## config.mk

```make
export PLATFORM = sky130hd
export DESIGN_NAME = midi_tx
export DESIGN_NICKNAME = d
export VERILOG_FILES = /design/src/rtl/midi_pkg.sv /design/src/rtl/midi_uart_tx.sv /design/src/rtl/midi_tx.sv
export SDC_FILE = /design/constraint.sdc
export NUM_CORES = 1
export LEC_CHECK = 0
export BUFFER_PORTS_ARGS = -buffer_cell sky130_fd_sc_hd__buf_2
export CORE_MARGIN = 3
export CORE_UTILIZATION = 55
export CTS_BUF_LIST = sky130_fd_sc_hd__clkbuf_4 sky130_fd_sc_hd__clkbuf_8
export DETAILED_ROUTE_END_ITERATION = 6
export GPL_TIMING_DRIVEN = 0
export HOLD_SLACK_MARGIN = 0.02
export PLACE_DENSITY = 0.76
export SLEW_MARGIN = 20
export SYNTH_ARGS = -nofsm -noshare
export SYNTH_HDL_FRONTEND = slang
export SYNTH_SLANG_ARGS = --single-unit
```

## constraint.sdc

```tcl
create_clock -name clk -period 2.56 [get_ports clk]
set_input_delay 0.128 -clock clk [delete_from_list [all_inputs] [get_ports clk]]
set_output_delay 0.128 -clock clk [all_outputs]
set_load 0.01 [all_outputs]
```

## src/rtl/midi_pkg.sv

```systemverilog
// Shared constants and types for the MIDI transmit path.
package midi_pkg;
    localparam logic [7:0] NOTE_OFF = 8'h80;
    localparam logic [7:0] NOTE_ON  = 8'h90;
    localparam logic [7:0] CTRL     = 8'hB0;
    localparam logic [7:0] PROG     = 8'hC0;
    localparam logic [7:0] SYS_BASE = 8'hF0;
    localparam logic [7:0] RT_BASE  = 8'hF8;

    localparam int FRAME_BITS = 10;

    typedef enum logic [2:0] {
        ST_IDLE,
        ST_STATUS,
        ST_DATA1,
        ST_DATA2,
        ST_DONE
    } tx_state_t;
endpackage

```

## src/rtl/midi_uart_tx.sv

```systemverilog
// Single-byte 8N1 serializer; takes the next byte in the cycle its stop bit ends.
module midi_uart_tx
    import midi_pkg::*;
#(
    parameter int CLKS_PER_BIT = 16
) (
    input  logic       clk,
    input  logic       rst,
    input  logic       byte_valid,
    output logic       byte_ready,
    input  logic [7:0] byte_data,
    output logic       tx_out
);
    localparam int CW = (CLKS_PER_BIT > 2) ? $clog2(CLKS_PER_BIT) : 1;

    logic          r_active;
    logic [CW-1:0] r_cnt;
    logic [3:0]    r_idx;
    logic [8:0]    r_shift;
    logic          r_out;

    logic w_bit_end;
    logic w_stop_end;

    assign w_bit_end  = (r_cnt == CW'(CLKS_PER_BIT - 1));
    assign w_stop_end = r_active && w_bit_end && (r_idx == 4'(FRAME_BITS - 1));
    assign byte_ready = !r_active || w_stop_end;
    assign tx_out     = r_out;

    // r_shift holds the not-yet-sent data bits with the stop bit above them.
    always_ff @(posedge clk or negedge rst) begin
        if (!rst) begin
            r_active <= 1'b0;
            r_cnt    <= '0;
            r_idx    <= '0;
            r_shift  <= '1;
            r_out    <= 1'b1;
        end else if (byte_valid && byte_ready) begin
            r_active <= 1'b1;
            r_cnt    <= '0;
            r_idx    <= '0;
            r_shift  <= {1'b1, byte_data};
            r_out    <= 1'b0;
        end else if (r_active) begin
            if (w_bit_end) begin
                r_cnt <= '0;
                if (r_idx == 4'(FRAME_BITS - 1)) begin
                    r_active <= 1'b0;
                    r_out    <= 1'b1;
                end else begin
                    r_idx   <= r_idx + 4'd1;
                    r_out   <= r_shift[0];
                    r_shift <= {1'b1, r_shift[8:1]};
                end
            end else begin
                r_cnt <= r_cnt + CW'(1);
            end
        end
    end
endmodule

```

## src/rtl/midi_tx.sv

```systemverilog
// MIDI message transmitter: handshake, byte sequencing and running-status compression.
module midi_tx
    import midi_pkg::*;
#(
    parameter int CLK_FREQ       = 100_000_000,
    parameter int BAUD           = 31_250,
    parameter int RUNNING_STATUS = 1
) (
    input  logic       clk,
    input  logic       rst,
    input  logic       msg_valid,
    output logic       msg_ready,
    input  logic [7:0] status,
    input  logic [7:0] data1,
    input  logic [7:0] data2,
    input  logic [1:0] msg_len,
    output logic       midi_out,
    output logic       busy,
    output logic       tx_done
);
    localparam int CLKS_PER_BIT = CLK_FREQ / BAUD;

    tx_state_t  r_state;
    logic       r_msg_ready;
    logic       r_busy;
    logic       r_tx_done;
    logic [7:0] r_last_status;
    logic [7:0] r_d1;
    logic [7:0] r_d2;
    logic [1:0] r_len;

    logic       w_accept;
    logic [1:0] w_len;
    logic       w_is_chan;
    logic       w_is_rt;
    logic       w_skip;
    logic       w_byte_valid;
    logic [7:0] w_byte;
    logic       w_uart_ready;

    assign w_accept  = msg_valid && r_msg_ready;
    assign w_len     = (msg_len == 2'd0) ? 2'd1 : msg_len;
    assign w_is_chan = (status < SYS_BASE);
    assign w_is_rt   = (status >= RT_BASE);
    assign w_skip    = (RUNNING_STATUS != 0) && w_is_chan && (status == r_last_status);

    assign msg_ready = r_msg_ready;
    assign busy      = r_busy;
    assign tx_done   = r_tx_done;

    // The first byte is handed to the serializer in the accept cycle so the
    // start bit appears on the very next cycle.
    always_comb begin
        w_byte_valid = 1'b0;
        w_byte       = 8'h00;
        case (r_state)
            ST_IDLE: begin
                if (w_accept && !w_skip) begin
                    w_byte_valid = 1'b1;
                    w_byte       = status;
                end else if (w_accept && w_len != 2'd1) begin
                    w_byte_valid = 1'b1;
                    w_byte       = data1 & 8'h7F;
                end
            end
            ST_STATUS: begin
                w_byte_valid = w_uart_ready && (r_len != 2'd1);
                w_byte       = r_d1;
            end
            ST_DATA1: begin
                w_byte_valid = w_uart_ready && (r_len == 2'd3);
                w_byte       = r_d2;
            end
            default: ;
        endcase
    end

    always_ff @(posedge clk or negedge rst) begin
        if (!rst) begin
            r_state       <= ST_IDLE;
            r_msg_ready   <= 1'b1;
            r_busy        <= 1'b0;
            r_tx_done     <= 1'b0;
            r_last_status <= 8'h00;
            r_d1          <= 8'h00;
            r_d2          <= 8'h00;
            r_len         <= 2'd1;
        end else begin
            case (r_state)
                ST_IDLE: begin
                    if (w_accept) begin
                        r_msg_ready <= 1'b0;
                        r_d1        <= data1 & 8'h7F;
                        r_d2        <= data2 & 8'h7F;
                        r_len       <= w_len;
                        if (w_is_chan) begin
                            if (!w_skip) r_last_status <= status;
                        end else if (!w_is_rt) begin
                            r_last_status <= 8'h00;
                        end
                        if (!w_skip) begin
                            r_state <= ST_STATUS;
                            r_busy  <= 1'b1;
                        end else if (w_len != 2'd1) begin
                            r_state <= ST_DATA1;
                            r_busy  <= 1'b1;
                        end else begin
                            r_state   <= ST_DONE;
                            r_tx_done <= 1'b1;
                        end
                    end
                end
                ST_STATUS: begin
                    if (w_uart_ready) begin
                        if (r_len != 2'd1) begin
                            r_state <= ST_DATA1;
                        end else begin
                            r_state   <= ST_DONE;
                            r_busy    <= 1'b0;
                            r_tx_done <= 1'b1;
                        end
                    end
                end
                ST_DATA1: begin
                    if (w_uart_ready) begin
                        if (r_len == 2'd3) begin
                            r_state <= ST_DATA2;
                        end else begin
                            r_state   <= ST_DONE;
                            r_busy    <= 1'b0;
                            r_tx_done <= 1'b1;
                        end
                    end
                end
                ST_DATA2: begin
                    if (w_uart_ready) begin
                        r_state   <= ST_DONE;
                        r_busy    <= 1'b0;
                        r_tx_done <= 1'b1;
                    end
                end
                ST_DONE: begin
                    r_state     <= ST_IDLE;
                    r_tx_done   <= 1'b0;
                    r_msg_ready <= 1'b1;
                end
                default: r_state <= ST_IDLE;
            endcase
        end
    end

    midi_uart_tx #(
        .CLKS_PER_BIT(CLKS_PER_BIT)
    ) u_uart (
        .clk        (clk),
        .rst        (rst),
        .byte_valid (w_byte_valid),
        .byte_ready (w_uart_ready),
        .byte_data  (w_byte),
        .tx_out     (midi_out)
    );
endmodule

```

==> results of run 1 <==
-- routing by layer --
| metal | track usage | wire length, um | part of all wire | up-vias |
|---|---|---|---|---|
| met5 | 0 | 0 | 0 | - |
| met4 | 0.04561 | 48 | 0.0073 | 0 |
| met3 | 0.04853 | 253 | 0.038 | 5 |
| met2 | 0.3833 | 3268 | 0.50 | 52 |
| met1 | 0.2973 | 3010 | 0.46 | 1219 |
| li1 | - | - | - | 1184 |
-- repair_timing --
item	CTS	global route
gates resized for setup	0	1
hold endpoints to repair	57	0
hold buffers	13	0
endpoints found under the setup margin	0	5
-- report_power, final --
part | leakage (nW) | internal [W] | total (W) | switching (W)
registers | 0.713 | 0.000885 | 0.000885 | 0
logic | 0.797 | 0.0000389 | 0.0000855 | 0.0000465
clock network | 0.0523 | 0.000243 | 0.000523 | 0.000280
total | 1.56 | 0.00117 | 0.00149 | 0.000326
-- worst register-to-register path, cell delays in order (launching register included) --
cell,delay [ns]
dfrtp_1,0.41
xnor2_1,0.17
nand3_1,0.17
nor4_1,0.40
buf_2,0.36
mux2i_1,0.28
o21ai_0,0.10
a221o_1,0.26
-- path summary, 6_finish.rpt --
kind	to	cells past startpoint
worst max-delay path	u_uart.r_shift[0]	7
worst min-delay path	r_d2[3]	3
worst max register to register	u_uart.r_shift[0]	7
worst min register to register	msg_ready	2
max in group asynchronous	tx_done	2
min in group asynchronous	u_uart.r_cnt[3]	2
-- cell type report --
type,count,area share
Inverter,8,0.008649
Multi-Input combinational cell,227,0.4205
Sequential cell,56,0.4076
Clock buffer,8,0.02811
Buffer,15,0.02847
Tap cell,70,0.02523
Timing Repair Buffer,43,0.08144
-- kinds of logic (layout without fill, tap and decap cells) --
group	after synthesis	count (layout)	share of synthesized area
adders and majority gates	3	3	0.01250
DFF	56	56	0.4711
AOI/OAI and AO/OA	68	68	0.1828
and+or+nand+nor	129	129	0.2074
buffers and inverters	23	74	0.04290
xor gates and xnor gates	18	18	0.05248
muxes	9	9	0.03082
-- registers in the layout (all words and copies together), names as in the netlist --
signal           count
u_uart.r_cnt        12
r_len                2
r_state              3
u_uart.r_active      1
tx_done              1
u_uart.r_shift       8
busy                 1
r_last_status        8
r_d2                 7
msg_ready            1
r_d1                 7
u_uart.r_idx         4
u_uart.tx_out        1
-- metrics by stage --
stage	hold slack, ns	power [W]	instances	area, um^2
floorplan	-0.1676	0.0009216	306	3004
global placement	0.3167	0.0009715	406	3242
detailed placement	0.2252	0.0009726	406	3244
CTS	0.02072	0.001502	427	3472
global route	0.02455	0.001551	427	3472
finish	0.01942	0.001493	427	3472
-- cells in the final DEF (no fill, tap or decap), types with 2 or more instances in the layout --
cell type	instances
clkbuf_4	2
mux2_2	2
a32o_1	2
clkbuf_1	7
xor2_1	2
dfstp_2	11
and3_1	4
and2_1	9
buf_2	31
dlygate4sd3_1	13
nand3_1	9
a221o_1	7
nor2_1	17
a22o_1	16
nor3_1	2
nand4_1	5
a211oi_1	5
mux2i_1	7
a31oi_1	2
nand3b_1	2
nor2b_1	3
dfrtp_1	45
a21oi_1	7
inv_1	7
clkbuf_8	7
ha_1	3
nand2_1	66
a21boi_0	3
o21ai_0	12
xnor2_1	16
buf_6	4
==> results.json, run 1 <==
{
  "status": "complete, no violations",
  "diodes": 0,
  "yosys_most_used_dff": "dfrtp_1",
  "synth_top_area_share": 0.3748,
  "synth_area_leaders": "dfrtp_1 (37%), dfstp_2 (9.6%), nand2_1 (8.2%)",
  "crit_path_start_kind": "flop",
  "dieArea_um2": 6385,
  "numPortBuffers": 30,
  "hold_start": "data2[3]",
  "seq_area_frac_synth": 0.4711,
  "regToRegSetupSlack_ns": 0.34,
  "ioPinCount": 33,
  "postRouteAntennaNets": 0,
  "worstPathArrival_ns": 2.46,
  "path_class": "reg2reg",
  "layout.nets": 388,
  "dp_slack_ns": 0.2255,
  "min_period_ns": 2.218,
  "synth.most_common_cell": "nand2_1",
  "drive_gt1_frac": 0.1877,
  "skew_ns": 0.006278,
  "ctsRootBufferMaster": "clkbuf_8",
  "num_rows": 26,
  "p_leak_nw": 1.563,
  "overflow": 0,
  "die_h_um": 79.91,
  "syn_nets": 338,
  "layout_worst_path_cycle_share": 0.8664,
  "grt.total_usage": 0.2255,
  "crit_family": "simple AND/OR/NAND/NOR gates",
  "cp_cell_sequence": "xnor2_1, nand3_1, nor4_1, buf_2, mux2i_1, o21ai_0, a221o_1",
  "grt_max_degree": 57,
  "hold_viol_final": 0,
  "ys_seq_elements": 56,
  "via_count": 2460,
  "final_core_util": 0.6671,
  "wl_mm": 6.581,
  "irDropWorstVdd_mv": 0.3662,
  "maxSlewViolCount": 0,
  "timing.critical_path.buf_inv": 1,
  "fillCellCount": 432,
  "core_um2": 5205,
  "tightest_slew_ns": 0.6991,
  "synth_common_cells": "nand2_1 (66), dfrtp_1 (45), nor2_1 (17)",
  "synth_cell_types": 56,
  "final-setup-viol-count": 0,
  "grt_antenna_before_repair": 0,
  "start_util": 0.5772,
  "avgSynthCellArea_um2": 9.817,
  "critical_path_required_ns": 2.80,
  "worstReg2RegStart": "r_last_status[2]",
  "viasPerCell": 5.761,
  "synth_edf_count": 0,
  "cts.reportedPaths.clkPinSlew_ns": 0.10,
  "rsz0062_at_grt": "false",
  "fp.dieW_um": 79.91,
  "yosys.area.top_type": "dfrtp_1",
  "grt_pass1_wl_mm": 11.42,
  "critical_path.startpoint": "r_last_status[2]",
  "drv_cap": 0,
  "cts_buffer_depth": 2,
  "wl_per_cell_um": 15.41,
  "insertion_delay_ns": 0.31,
  "drtPass1Iterations": 4,
  "area_growth_pct": 15.58,
  "cts_tree": "yes",
  "cts_sinks": 56,
  "setup_tns_ns": 0,
  "dp_hpwl_mm": 4.574,
  "multi_input_area_um2": 1460,
  "drt_drc_violations_left": 0,
  "cp_slowest_cell": "dfrtp_1",
  "max_freq_ghz": 0.4509,
  "relSlewSlack": 0.5340,
  "yosys_warnings": 0,
  "syn_inst": 306,
  "clock_tree.htree_level_count": 2,
  "synthArstFlopShare": 1.000,
  "drt_iter0_markers": 114,
  "p_per_area_nw_per_um2": 430.0,
  "max_stage_delay_ns": 0.41,
  "grt_pass1_vias": 2470,
  "cp_max_fo": 10,
  "syn-cell-area_um2": 3004,
  "place.gp.congestion": 0.8233,
  "fin_ws_ns": 0.3421,
  "regArea_um2": 1415,
  "cts_buffers": 5,
  "hold_class": "in2reg",
  "postCtsSetupBuffers": 0,
  "cp-end-kind": "flop"
}
No activity file was read; power rests on OpenSTA's default activity.
==> run 2: changes to the inputs <==
--- a/config.mk
+++ b/config.mk
@@ -7,12 +7,11 @@
 export LEC_CHECK = 0
 export BUFFER_PORTS_ARGS = -buffer_cell sky130_fd_sc_hd__buf_2
 export CORE_MARGIN = 3
-export CORE_UTILIZATION = 55
+export CORE_UTILIZATION = 39
 export CTS_BUF_LIST = sky130_fd_sc_hd__clkbuf_4 sky130_fd_sc_hd__clkbuf_8
 export DETAILED_ROUTE_END_ITERATION = 6
 export GPL_TIMING_DRIVEN = 0
 export HOLD_SLACK_MARGIN = 0.02
-export PLACE_DENSITY = 0.76
 export SLEW_MARGIN = 20
 export SYNTH_ARGS = -nofsm -noshare
 export SYNTH_HDL_FRONTEND = slang
==> constraint.sdc (replaced) <==
create_clock -name clk -period 2.3 [get_ports clk]
set_input_delay 0.115 -clock clk [delete_from_list [all_inputs] [get_ports clk]]
set_output_delay 0.115 -clock clk [all_outputs]
set_load 0.01 [all_outputs]
==> run 2 against run 1 <==
  * Final cell count rose by 8.0%
  * Register-to-register slack worse by 0.21 ns
  * Clock skew increased by 0.0065 ns
  * Die area is 38% higher
  * Global-route usage down 6.2 points
  * Non-clock buffer count rose by 5
  * Sequential power is 11% higher
  * Flip-flop and latch count stayed put
  * First-iteration DRC count grew 18%
  * Highest routed layer unchanged
==> results.json, run 2 (synthesized netlist as in run 1, its figures left out) <==
{
  "crit_cells": 8,
  "grt_pass1_vias": 2399,
  "top_layer": "met4",
  "wl_per_cell_um": 14.58,
  "drv_cap": 0,
  "reg2regPathDepth": 8,
  "dp_slack_ns": -0.003944,
  "cts_sinks": 56,
  "postRouteAntennaNets": 0,
  "ctsRootBufferMaster": "clkbuf_8",
  "wl_mm": 6.721,
  "place.gp.congestion": 0.8197,
  "grt_antenna_before_repair": 0,
  "insertion_delay_ns": 0.30,
  "min_period_ns": 2.171,
  "maxSlewViolCount": 0,
  "p_per_area_nw_per_um2": 455.0,
  "status": "complete, no violations",
  "diodes": 0,
  "ioPinCount": 33,
  "dp_hpwl_mm": 4.684,
  "max_freq_ghz": 0.4607,
  "cts_buffers": 5,
  "regToRegSetupSlack_ns": 0.13,
  "via_count": 2389,
  "irDropWorstVdd_mv": 0.2914,
  "final-setup-viol-count": 0,
  "num_rows": 31,
  "critical_path.startpoint": "msg_ready",
  "p_leak_nw": 1.590,
  "area_growth_pct": 18.99,
  "cts.reportedPaths.clkPinSlew_ns": 0.10,
  "max_stage_delay_ns": 0.55,
  "hold_viol_final": 0,
  "grt.total_usage": 0.1639,
  "largestRegisters": "u_uart.r_cnt (12), r_last_status (8), u_uart.r_shift (8)",
  "min_path_cells": 3,
  "crit_path_start_kind": "flop",
  "core_um2": 7370,
  "grt_pass1_wl_mm": 11.56,
  "start_util": 0.4076,
  "path_class": "reg2reg",
  "drt-met1-wl_mm": 3.179,
  "relSlewSlack": 0.5207,
  "largest_reg_flops": 12,
  "die_h_um": 93.77,
  "numPortBuffers": 30,
  "cts_buffer_depth": 2,
  "fp.dieW_um": 93.77,
  "skew_ns": 0.01281,
  "layout_commonest_cell": "nand2_1",
  "overflow": 0,
  "drtPass1Iterations": 5,
  "hold_class": "in2reg",
  "viasPerCell": 5.182,
  "rsz0062_at_grt": "false",
  "fin_ws_ns": 0.1292,
  "layout_worst_path_cycle_share": 0.9438,
  "grt_max_degree": 57,
  "dieArea_um2": 8792,
  "drive_gt1_frac": 0.2072,
  "worstPathArrival_ns": 2.40,
  "drt_iter0_markers": 134,
  "layout_common_cells": "nand2_1 (66), dfrtp_1 (45), buf_2 (30), nor2_1 (17)",
  "cp_cell_sequence": "nand2_1, nor4_4, buf_4, o31ai_4, a211oi_4, buf_6, a21oi_1, mux2_2",
  "cts_tree": "yes",
  "clock_tree.htree_level_count": 2,
  "critical_path_required_ns": 2.53,
  "cp_slowest_cell": "dfstp_2",
  "top_register": "u_uart.r_cnt",
  "dr_wl_met3_um": 189,
  "cp_max_fo": 10,
  "drt_drc_violations_left": 0,
  "tightest_slew_ns": 0.7190,
  "worstReg2RegStart": "msg_ready",
  "timing.critical_path.buf_inv": 2,
  "cp-end-kind": "flop",
  "wl_met2_mm": 3.322,
  "layout.nets": 393,
  "hold_start": "data1[4]",
  "timing.hold.ws_ns": 0.02776,
  "crit_family": "flip-flops"
}
run 2: layer usage:
metal	vias up	GRT usage
li1	1189	-
met1	1161	0.2183
met2	37	0.2821
met3	2	0.02885
met4	0	0.02888
met5	-	0
run 2: final timing paths:
path,to
setup / recovery,u_uart.tx_out
hold / removal,r_d1[4]
setup reg to reg,u_uart.tx_out
hold reg to reg,msg_ready
max in group asynchronous,r_d1[1]
min in group asynchronous,u_uart.r_cnt[4]
run 2: layout make-up:
class	instances	area [um^2]
Tap cell	99	123.9
Inverter	8	30.03
Clock inverter	1	5.005
Timing Repair Buffer	48	322.8
Sequential cell	56	1415
Buffer	15	102.6
Multi-Input combinational cell	227	1491
Fill cell	713	3795
Clock buffer	7	83.83
run 2: worst register-to-register path: stages, from the launching register on:
cell	delay (ns)
dfstp_2	0.55
nand2_1	0.14
nor4_4	0.30
buf_4	0.19
o31ai_4	0.11
a211oi_4	0.31
buf_6	0.18
a21oi_1	0.05
mux2_2	0.27
run 2: repair_timing:
item,in CTS,in global routing
setup endpoints to repair,5,22
pin swaps,0,3
gates resized for setup,1,8
setup buffers,0,4
hold buffers,14,0
hold endpoints to repair,58,0
run 2: power by group:
| part | switching, W | internal (W) |
|---|---|---|
| clock | 0.000305 | 0.000239 |
| sequential | 0 | 0.000985 |
| combinational | 0.0000532 | 0.0000445 |
run 2: stage by stage:
step	utilization	TNS [ns]	cell area, um^2	power, W	std cells
6_report	0.4851	0	3575	0.001627	461
2_1_floorplan	-	0	3004	0.001026	306
5_1_grt	0.4851	0	3575	0.001700	461
3_5_place_dp	0.4452	-0.003944	3281	0.001084	435
3_3_place_gp	0.4448	0	3278	0.001083	435
4_1_cts	0.4762	0	3510	0.001648	457
